## config.mk

```make
export PLATFORM = sky130hd
export DESIGN_NAME = recv_inference
export DESIGN_NICKNAME = d
export VERILOG_FILES = /design/src/rtl/recv_inference.sv
export SDC_FILE = /design/constraint.sdc
export NUM_CORES = 1
export LEC_CHECK = 0
export BUFFER_PORTS_ARGS = -buffer_cell sky130_fd_sc_hd__buf_2
export CAP_MARGIN = 15
export CELL_PAD_IN_SITES_DETAIL_PLACEMENT = 1
export CELL_PAD_IN_SITES_GLOBAL_PLACEMENT = 1
export CORE_AREA = 5 5 619 621
export DETAILED_ROUTE_END_ITERATION = 8
export DIE_AREA = 0 0 624 626
export PLACE_DENSITY = 0.35
export SYNTH_ARGS = -nofsm -noshare
export SYNTH_HDL_FRONTEND = slang
export SYNTH_SLANG_ARGS = --single-unit
```

## constraint.sdc

```tcl
create_clock -name clk -period 10.3 [get_ports clk]
set_clock_uncertainty 0.2 [all_clocks]
set_input_delay 2.06 -clock clk [delete_from_list [all_inputs] [get_ports clk]]
set_output_delay 2.06 -clock clk [all_outputs]
set_load 0.01 [all_outputs]
```

## src/rtl/recv_inference.sv

```systemverilog
// Receive-side inference path: takes rx payloads from the TCP demux and writes
// them into a host ring buffer through the DMA write command/data streams.
module recv_inference #(
  parameter int          DATA_WIDTH  = 512,
  parameter logic [15:0] MAX_PKT_LEN = 16'd4096
) (
  input  logic                    clk,
  input  logic                    rstn,

  input  logic                    s_axis_rx_metadata_valid,
  output logic                    s_axis_rx_metadata_ready,
  input  logic [87:0]             s_axis_rx_metadata_data,

  input  logic                    s_axis_rx_data_valid,
  output logic                    s_axis_rx_data_ready,
  input  logic [DATA_WIDTH-1:0]   s_axis_rx_data_data,
  input  logic [DATA_WIDTH/8-1:0] s_axis_rx_data_keep,
  input  logic                    s_axis_rx_data_last,

  output logic                    m_axis_dma_write_cmd_valid,
  input  logic                    m_axis_dma_write_cmd_ready,
  output logic [63:0]             m_axis_dma_write_cmd_address,
  output logic [31:0]             m_axis_dma_write_cmd_length,

  output logic                    m_axis_dma_write_data_valid,
  input  logic                    m_axis_dma_write_data_ready,
  output logic [DATA_WIDTH-1:0]   m_axis_dma_write_data_data,
  output logic [DATA_WIDTH/8-1:0] m_axis_dma_write_data_keep,
  output logic                    m_axis_dma_write_data_last,

  input  logic                    ctrl_start,
  input  logic [63:0]             ctrl_base_addr,
  input  logic [31:0]             ctrl_ring_len,
  input  logic [31:0]             ctrl_total_len,

  output logic [31:0]             stat_bytes,
  output logic [31:0]             stat_pkts,
  output logic [31:0]             stat_err,
  output logic                    stat_done
);

  localparam int          KEEP_WIDTH = DATA_WIDTH / 8;
  localparam int          BEAT_SHIFT = $clog2(KEEP_WIDTH);
  localparam logic [31:0] BEAT_ADD   = 32'(KEEP_WIDTH - 1);
  localparam logic [31:0] BEAT_MASK  = ~BEAT_ADD;

  typedef enum logic [2:0] {
    IDLE  = 3'd0,
    META  = 3'd1,
    CMD   = 3'd2,
    DATA  = 3'd3,
    DRAIN = 3'd4,
    DONE  = 3'd5
  } state_t;

  state_t      state_r;
  state_t      state_nxt_s;

  logic        start_d_r;
  logic [63:0] base_r;
  logic [31:0] ring_len_r;
  logic [31:0] total_len_r;
  logic [31:0] offset_r;
  logic [15:0] len_r;
  logic [15:0] beat_cnt_r;

  logic        start_edge_s;
  logic        start_acc_s;
  logic        meta_hs_s;
  logic        cmd_hs_s;
  logic        beat_hs_s;
  logic        last_beat_s;
  logic        pkt_end_s;
  logic        err_inc_s;

  logic [15:0] meta_len_s;
  logic        len_bad_s;
  logic        wrap_s;
  logic [31:0] offset_sel_s;
  logic [31:0] len_round_s;
  logic [31:0] beats_total_s;
  logic [31:0] bytes_next_s;
  logic        unused_bits_s;

  // Derived packet arithmetic shared by the FSM and the datapath registers.
  always_comb begin
    start_edge_s  = ctrl_start & ~start_d_r;
    meta_len_s    = s_axis_rx_metadata_data[31:16];
    len_bad_s     = (meta_len_s == 16'd0) || (meta_len_s > MAX_PKT_LEN);
    wrap_s        = ({1'b0, offset_r} + {17'd0, meta_len_s}) > {1'b0, ring_len_r};
    if (wrap_s) begin
      offset_sel_s = 32'd0;
    end else begin
      offset_sel_s = offset_r;
    end
    len_round_s   = ({16'd0, len_r} + BEAT_ADD) & BEAT_MASK;
    beats_total_s = len_round_s >> BEAT_SHIFT;
    last_beat_s   = ({16'd0, beat_cnt_r} == beats_total_s);
    bytes_next_s  = stat_bytes + {16'd0, len_r};
    unused_bits_s = ^{s_axis_rx_metadata_data[87:32], s_axis_rx_metadata_data[15:0]};
  end

  // State register.
  always_ff @(posedge clk) begin
    if (!rstn) begin
      state_r <= IDLE;
    end else begin
      state_r <= state_nxt_s;
    end
  end

  // Next-state logic, stream handshakes and the DATA-state pass-through.
  always_comb begin
    state_nxt_s                 = state_r;
    start_acc_s                 = 1'b0;
    meta_hs_s                   = 1'b0;
    cmd_hs_s                    = 1'b0;
    beat_hs_s                   = 1'b0;
    pkt_end_s                   = 1'b0;
    err_inc_s                   = 1'b0;
    s_axis_rx_metadata_ready    = 1'b0;
    s_axis_rx_data_ready        = 1'b0;
    m_axis_dma_write_cmd_valid  = 1'b0;
    m_axis_dma_write_data_valid = 1'b0;
    m_axis_dma_write_data_data  = {DATA_WIDTH{1'b0}};
    m_axis_dma_write_data_keep  = {KEEP_WIDTH{1'b0}};
    m_axis_dma_write_data_last  = 1'b0;
    case (state_r)
      IDLE, DONE: begin
        if (start_edge_s) begin
          start_acc_s = 1'b1;
          state_nxt_s = META;
        end else begin
          state_nxt_s = state_r;
        end
      end
      META: begin
        s_axis_rx_metadata_ready = 1'b1;
        if (s_axis_rx_metadata_valid) begin
          meta_hs_s = 1'b1;
          if (len_bad_s) begin
            err_inc_s   = 1'b1;
            state_nxt_s = DRAIN;
          end else begin
            state_nxt_s = CMD;
          end
        end else begin
          state_nxt_s = META;
        end
      end
      CMD: begin
        m_axis_dma_write_cmd_valid = 1'b1;
        if (m_axis_dma_write_cmd_ready) begin
          cmd_hs_s    = 1'b1;
          state_nxt_s = DATA;
        end else begin
          state_nxt_s = CMD;
        end
      end
      DATA: begin
        // Zero-latency pass-through; last comes from our own beat count.
        s_axis_rx_data_ready        = m_axis_dma_write_data_ready;
        m_axis_dma_write_data_valid = s_axis_rx_data_valid;
        m_axis_dma_write_data_data  = s_axis_rx_data_data;
        m_axis_dma_write_data_keep  = s_axis_rx_data_keep;
        m_axis_dma_write_data_last  = last_beat_s;
        if (s_axis_rx_data_valid && m_axis_dma_write_data_ready) begin
          beat_hs_s = 1'b1;
          err_inc_s = (s_axis_rx_data_last != last_beat_s);
          if (last_beat_s) begin
            pkt_end_s = 1'b1;
            if (bytes_next_s >= total_len_r) begin
              state_nxt_s = DONE;
            end else begin
              state_nxt_s = META;
            end
          end else begin
            state_nxt_s = DATA;
          end
        end else begin
          state_nxt_s = DATA;
        end
      end
      DRAIN: begin
        s_axis_rx_data_ready = 1'b1;
        if (s_axis_rx_data_valid && s_axis_rx_data_last) begin
          state_nxt_s = META;
        end else begin
          state_nxt_s = DRAIN;
        end
      end
      default: begin
        state_nxt_s = IDLE;
      end
    endcase
  end

  // Run configuration, ring offset, command fields, beat counter and statistics.
  always_ff @(posedge clk) begin
    if (!rstn) begin
      start_d_r                    <= 1'b0;
      base_r                       <= 64'd0;
      ring_len_r                   <= 32'd0;
      total_len_r                  <= 32'd0;
      offset_r                     <= 32'd0;
      len_r                        <= 16'd0;
      beat_cnt_r                   <= 16'd0;
      m_axis_dma_write_cmd_address <= 64'd0;
      m_axis_dma_write_cmd_length  <= 32'd0;
      stat_bytes                   <= 32'd0;
      stat_pkts                    <= 32'd0;
      stat_err                     <= 32'd0;
      stat_done                    <= 1'b0;
    end else begin
      start_d_r <= ctrl_start;
      if (start_acc_s) begin
        base_r      <= ctrl_base_addr;
        ring_len_r  <= ctrl_ring_len;
        total_len_r <= ctrl_total_len;
        offset_r    <= 32'd0;
        stat_bytes  <= 32'd0;
        stat_pkts   <= 32'd0;
        stat_err    <= 32'd0;
        stat_done   <= 1'b0;
      end else begin
        if (err_inc_s) begin
          stat_err <= stat_err + 32'd1;
        end
        if (meta_hs_s) begin
          len_r      <= meta_len_s;
          beat_cnt_r <= 16'd1;
          if (!len_bad_s) begin
            // Packets never straddle the wrap: restart at the ring base instead.
            offset_r                     <= offset_sel_s;
            m_axis_dma_write_cmd_address <= base_r + {32'd0, offset_sel_s};
            m_axis_dma_write_cmd_length  <= {16'd0, meta_len_s};
          end
        end
        if (beat_hs_s) begin
          beat_cnt_r <= beat_cnt_r + 16'd1;
        end
        if (pkt_end_s) begin
          offset_r   <= offset_r + len_round_s;
          stat_bytes <= bytes_next_s;
          stat_pkts  <= stat_pkts + 32'd1;
          if (bytes_next_s >= total_len_r) begin
            stat_done <= 1'b1;
          end
        end
      end
    end
  end

endmodule

```

==> reports/qor.txt <==
Core Box Area: 377,200 um^2
IO Port Bufs: 1,485
Layout cell share with drive strength beyond 1: 0.3427
Antenna Nets Post-Route: 0
Clock transition at path regs: 0.05 ns
Fin. Hold Viols: 0
Max Root-Sink Buffers: 3
Critical path launch point type: input port
Ports: 1,574
TritonCTS clock tree: done
DRC violations left: 0
Final setup violation count: 0
Worst vdd ir: 0.1060 mV
Multi-input gate area in the final layout: 16,650 um^2
Number of hold buffers added after CTS: 0
Relative slew slack: 0.1284
WL final: 374,500 um
Worst Reg-to-Reg Cells: 32
Arr. time, crit path: 10.01 ns
Max-cap violations: 0
Max-slew violations: 0
Total Routing Usage GR: 0.1825
Fin area: 40,810 um^2
Gr ovfl total: 0
FILL cells: 45,500
Mean Syn Cell Area: 7.324 um^2
Combinational power share: 0.179
Post-DP Area: 38,850 um^2
Switching share of power: 0.3313
Die Wd: 624 um
Crit path launch: s_axis_rx_metadata_data[16]
Area Overhead vs Synth: 59.13%
Fmax: 102.9 MHz
Seq/Total Area, Yosys: 0.2911
Vias in the first global route: 33,510
RD Place Congestion: 0.9416
Crit-path max cell delay: 0.59 ns
Crit path max fanout: 21
Sink Count: 373
HP Class: flip-flop to flip-flop
Leakage power: 19.98 nW
CTS resizes: 0
PD cells: 100.2 nW/um^2
Fin crit share: 0.9431
RR Endpoint: m_axis_dma_write_cmd_address[31]$_SDFFE_PN0P_
Sequential share of power: 0.374
Asr flop ratio synth: 0
Largest net degree at the start of global routing: 193
Synth Flop Type: dfxtp_1
1st-pass router iterations: 7
RSZ-0062 raised after global routing: false
Mapped Area: 25,650 um^2
Fin nets: 5,775
Syn Inst Count: 3,502
Reg2Reg Setup Slack: 1.70 ns
Placed cell count: 9,793
Pint: 2.736 mW
Outcome: finished clean
Initial Utilization: 0.06799
Yosys warning count: 0
Hold Path Sink: m_axis_dma_write_cmd_length[12]$_SDFFE_PN0P_
R2R Path Start: offset_r[0]$_SDFFE_PP0P_
Cts bufs inserted: 50
Hold path start: m_axis_dma_write_cmd_length[12]$_SDFFE_PN0P_
Vias/cell: 3.417
Post-CTS Setup Bufs: 0
Count of cell types in the netlist: 80
Hold Crit Depth: 2
#FFs+latches synth: 373
Row count: 226
Vias after detailed routing: 34,210
Die area: 390,600 um^2
CP required: 10.60 ns
WS Path Type: input port to flip-flop
H-tree level count: 2
Fin crit period: 9.714 ns
Avg WL per Cell: 37.40 um
Psw: 1.355 mW
Clock share of power: 0.448
Post-Layout Cell Count: 10,010
Seq. cell area: 7471 um^2
Layout Utilization: 0.1082
CTS root buf: clkbuf_16
Worst setup EP type: flip-flop
Post-synth EDFFs: 0
Initial antenna violation count: 330
DP HPWL: 335,700 um
Clk Latency, worst-skew pair: 0.65 ns
Die Height: 626 um
Worst Max-Slew Pin Slew: 1.307 ns
Initial drt markers: 2,283
Slowest cell on crit path: nor4_1
First-pass GRT wire length: 451,200 um
-- final cells by class --
class                           instances  share of cell area
Sequential cell                       373              0.1830
Clock buffer                           76             0.03578
Tap cell                             5016              0.1538
Clock inverter                         17            0.004476
Antenna cell                          127            0.007787
Multi-Input combinational cell       2729              0.4079
Timing Repair Buffer                 1547              0.1953
Inverter                              128             0.01189
-- registers in the layout (all words and copies together), names as in the netlist, 32 cells and up --
name,cells
stat_err,32
stat_bytes,32
ring_len_r,32
offset_r,32
base_r,64
stat_pkts,32
m_axis_dma_write_cmd_address,64
total_len_r,32
-- cells by family (layout without fill, tap and decap cells) --
| family | after synthesis | after routing | share of synthesized area |
|---|---|---|---|
| DFF | 373 | 373 | 0.2911 |
| muxes | 14 | 14 | 0.005512 |
| xor gates and xnor gates | 176 | 176 | 0.06010 |
| AOI/OAI and AO/OA | 658 | 658 | 0.1587 |
| other | 1 | 143 | 0.0001462 |
| adders and majority gates | 146 | 146 | 0.07239 |
| buffers and inverters | 415 | 1768 | 0.06366 |
| and+or+nand+nor | 1719 | 1719 | 0.3483 |
-- cell usage after synthesis (all sizes together) (10+ instances only) --
cell type / n / area share
a211oi: 38 / 0.012
a21o: 47 / 0.014
a21oi: 306 / 0.060
a311oi: 11 / 0.0040
a31o: 11 / 0.0038
a31oi: 25 / 0.0061
and2: 39 / 0.0095
and3: 622 / 0.15
and4: 15 / 0.0051
buf: 37 / 0.0082
clkbuf: 250 / 0.037
dfxtp: 373 / 0.29
ha: 142 / 0.069
inv: 128 / 0.019
mux2i: 13 / 0.0051
nand2: 529 / 0.078
nand2b: 16 / 0.0039
nand3: 92 / 0.018
nand4: 50 / 0.013
nand4b: 10 / 0.0037
nor2: 185 / 0.027
nor3: 59 / 0.012
nor4: 23 / 0.0062
o211ai: 23 / 0.0071
o21a: 11 / 0.0032
o21ai: 94 / 0.018
o21bai: 11 / 0.0032
o31ai: 14 / 0.0041
or3: 34 / 0.0083
or4: 19 / 0.0056
xnor2: 109 / 0.037
xor2: 67 / 0.023
-- worst max-delay path by stage --
stage,slack (ns),depth (start not counted),to
6_report,0.59,33,m_axis_dma_write_cmd_address[31]$_SDFFE_PN0P_
5_1_grt,0.16,33,m_axis_dma_write_cmd_address[31]$_SDFFE_PN0P_
4_1_cts,0.71,33,m_axis_dma_write_cmd_address[31]$_SDFFE_PN0P_
3_5_place_dp,0.07,33,m_axis_dma_write_cmd_address[31]$_SDFFE_PN0P_
3_3_place_gp,-0.02,33,m_axis_dma_write_cmd_address[31]$_SDFFE_PN0P_
2_1_floorplan,1.30,33,m_axis_dma_write_cmd_address[56]$_SDFFE_PN0P_
-- worst max-delay path, delay by kind of cell --
family | cells | cell delay, ns
AO/OA/AOI/OAI | 12 | 3.00
XOR/XNOR | 1 | 0.17
adder cells (fa/ha/maj) | 4 | 1.19
buffers and inverters | 4 | 0.66
multiplexers | 1 | 0.12
AND/OR/NAND/NOR | 11 | 2.79
-- stage by stage --
stage | total power [mW] | hold WS, ns | setup TNS [ns] | setup WS [ns]
after floorplan | 1.845 | 0.2352 | 0 | 1.305
after global placement | 2.290 | 0.2446 | -0.01993 | -0.01993
after global routing | 4.290 | 0.2666 | 0 | 0.1625
after CTS | 4.188 | 0.2516 | 0 | 0.7068
final | 4.091 | 0.2495 | 0 | 0.5858
after detailed placement | 2.296 | 0.2438 | 0 | 0.06763
-- routing by layer --
layer / up-vias / wire length (um) / track usage
met1: 16940 / 176300 / 0.2553
li1: 15130 / - / -
met4: 78 / 7607 / 0.02489
met2: 1556 / 162500 / 0.2852
met3: 511 / 27480 / 0.04892
met5: - / 524 / 0
-- cells in the final DEF (no fill, tap or decap), types with 13 or more instances in the layout --
master     Yosys  routed
a211oi_1      36      36
a21o_1        47      47
a21oi_1      306     306
a31oi_1       25      25
and2_1        39      38
and3_1       622     622
and4_1        15      15
buf_2         10    1485
buf_4         16      56
clkbuf_1     248      16
clkbuf_16      0      51
conb_1         1      16
dfxtp_1      373     372
diode_2        0     127
ha_1         142     142
inv_1        128     127
mux2i_1       13      13
nand2_1      528     526
nand2b_1      16      16
nand3_1       91      90
nand4_1       48      48
nor2_1       184     183
nor3_1        58      57
nor4_1        22      22
o211ai_1      21      21
o21ai_0       91      91
o31ai_1       14      14
or3_1         34      33
or4_1         19      19
xnor2_1      109     109
xor2_1        67      67
-- power groups by stage --
stage | Clock (mW) | Combinational, mW | Sequential, mW
after CTS | 1.92 | 0.736 | 1.53
after floorplan | 0 | 0.307 | 1.54
final | 1.83 | 0.731 | 1.53
after global placement | 0 | 0.729 | 1.56
after detailed placement | 0 | 0.733 | 1.56
after global routing | 1.97 | 0.787 | 1.53
Power figures use the tool's default switching activity.
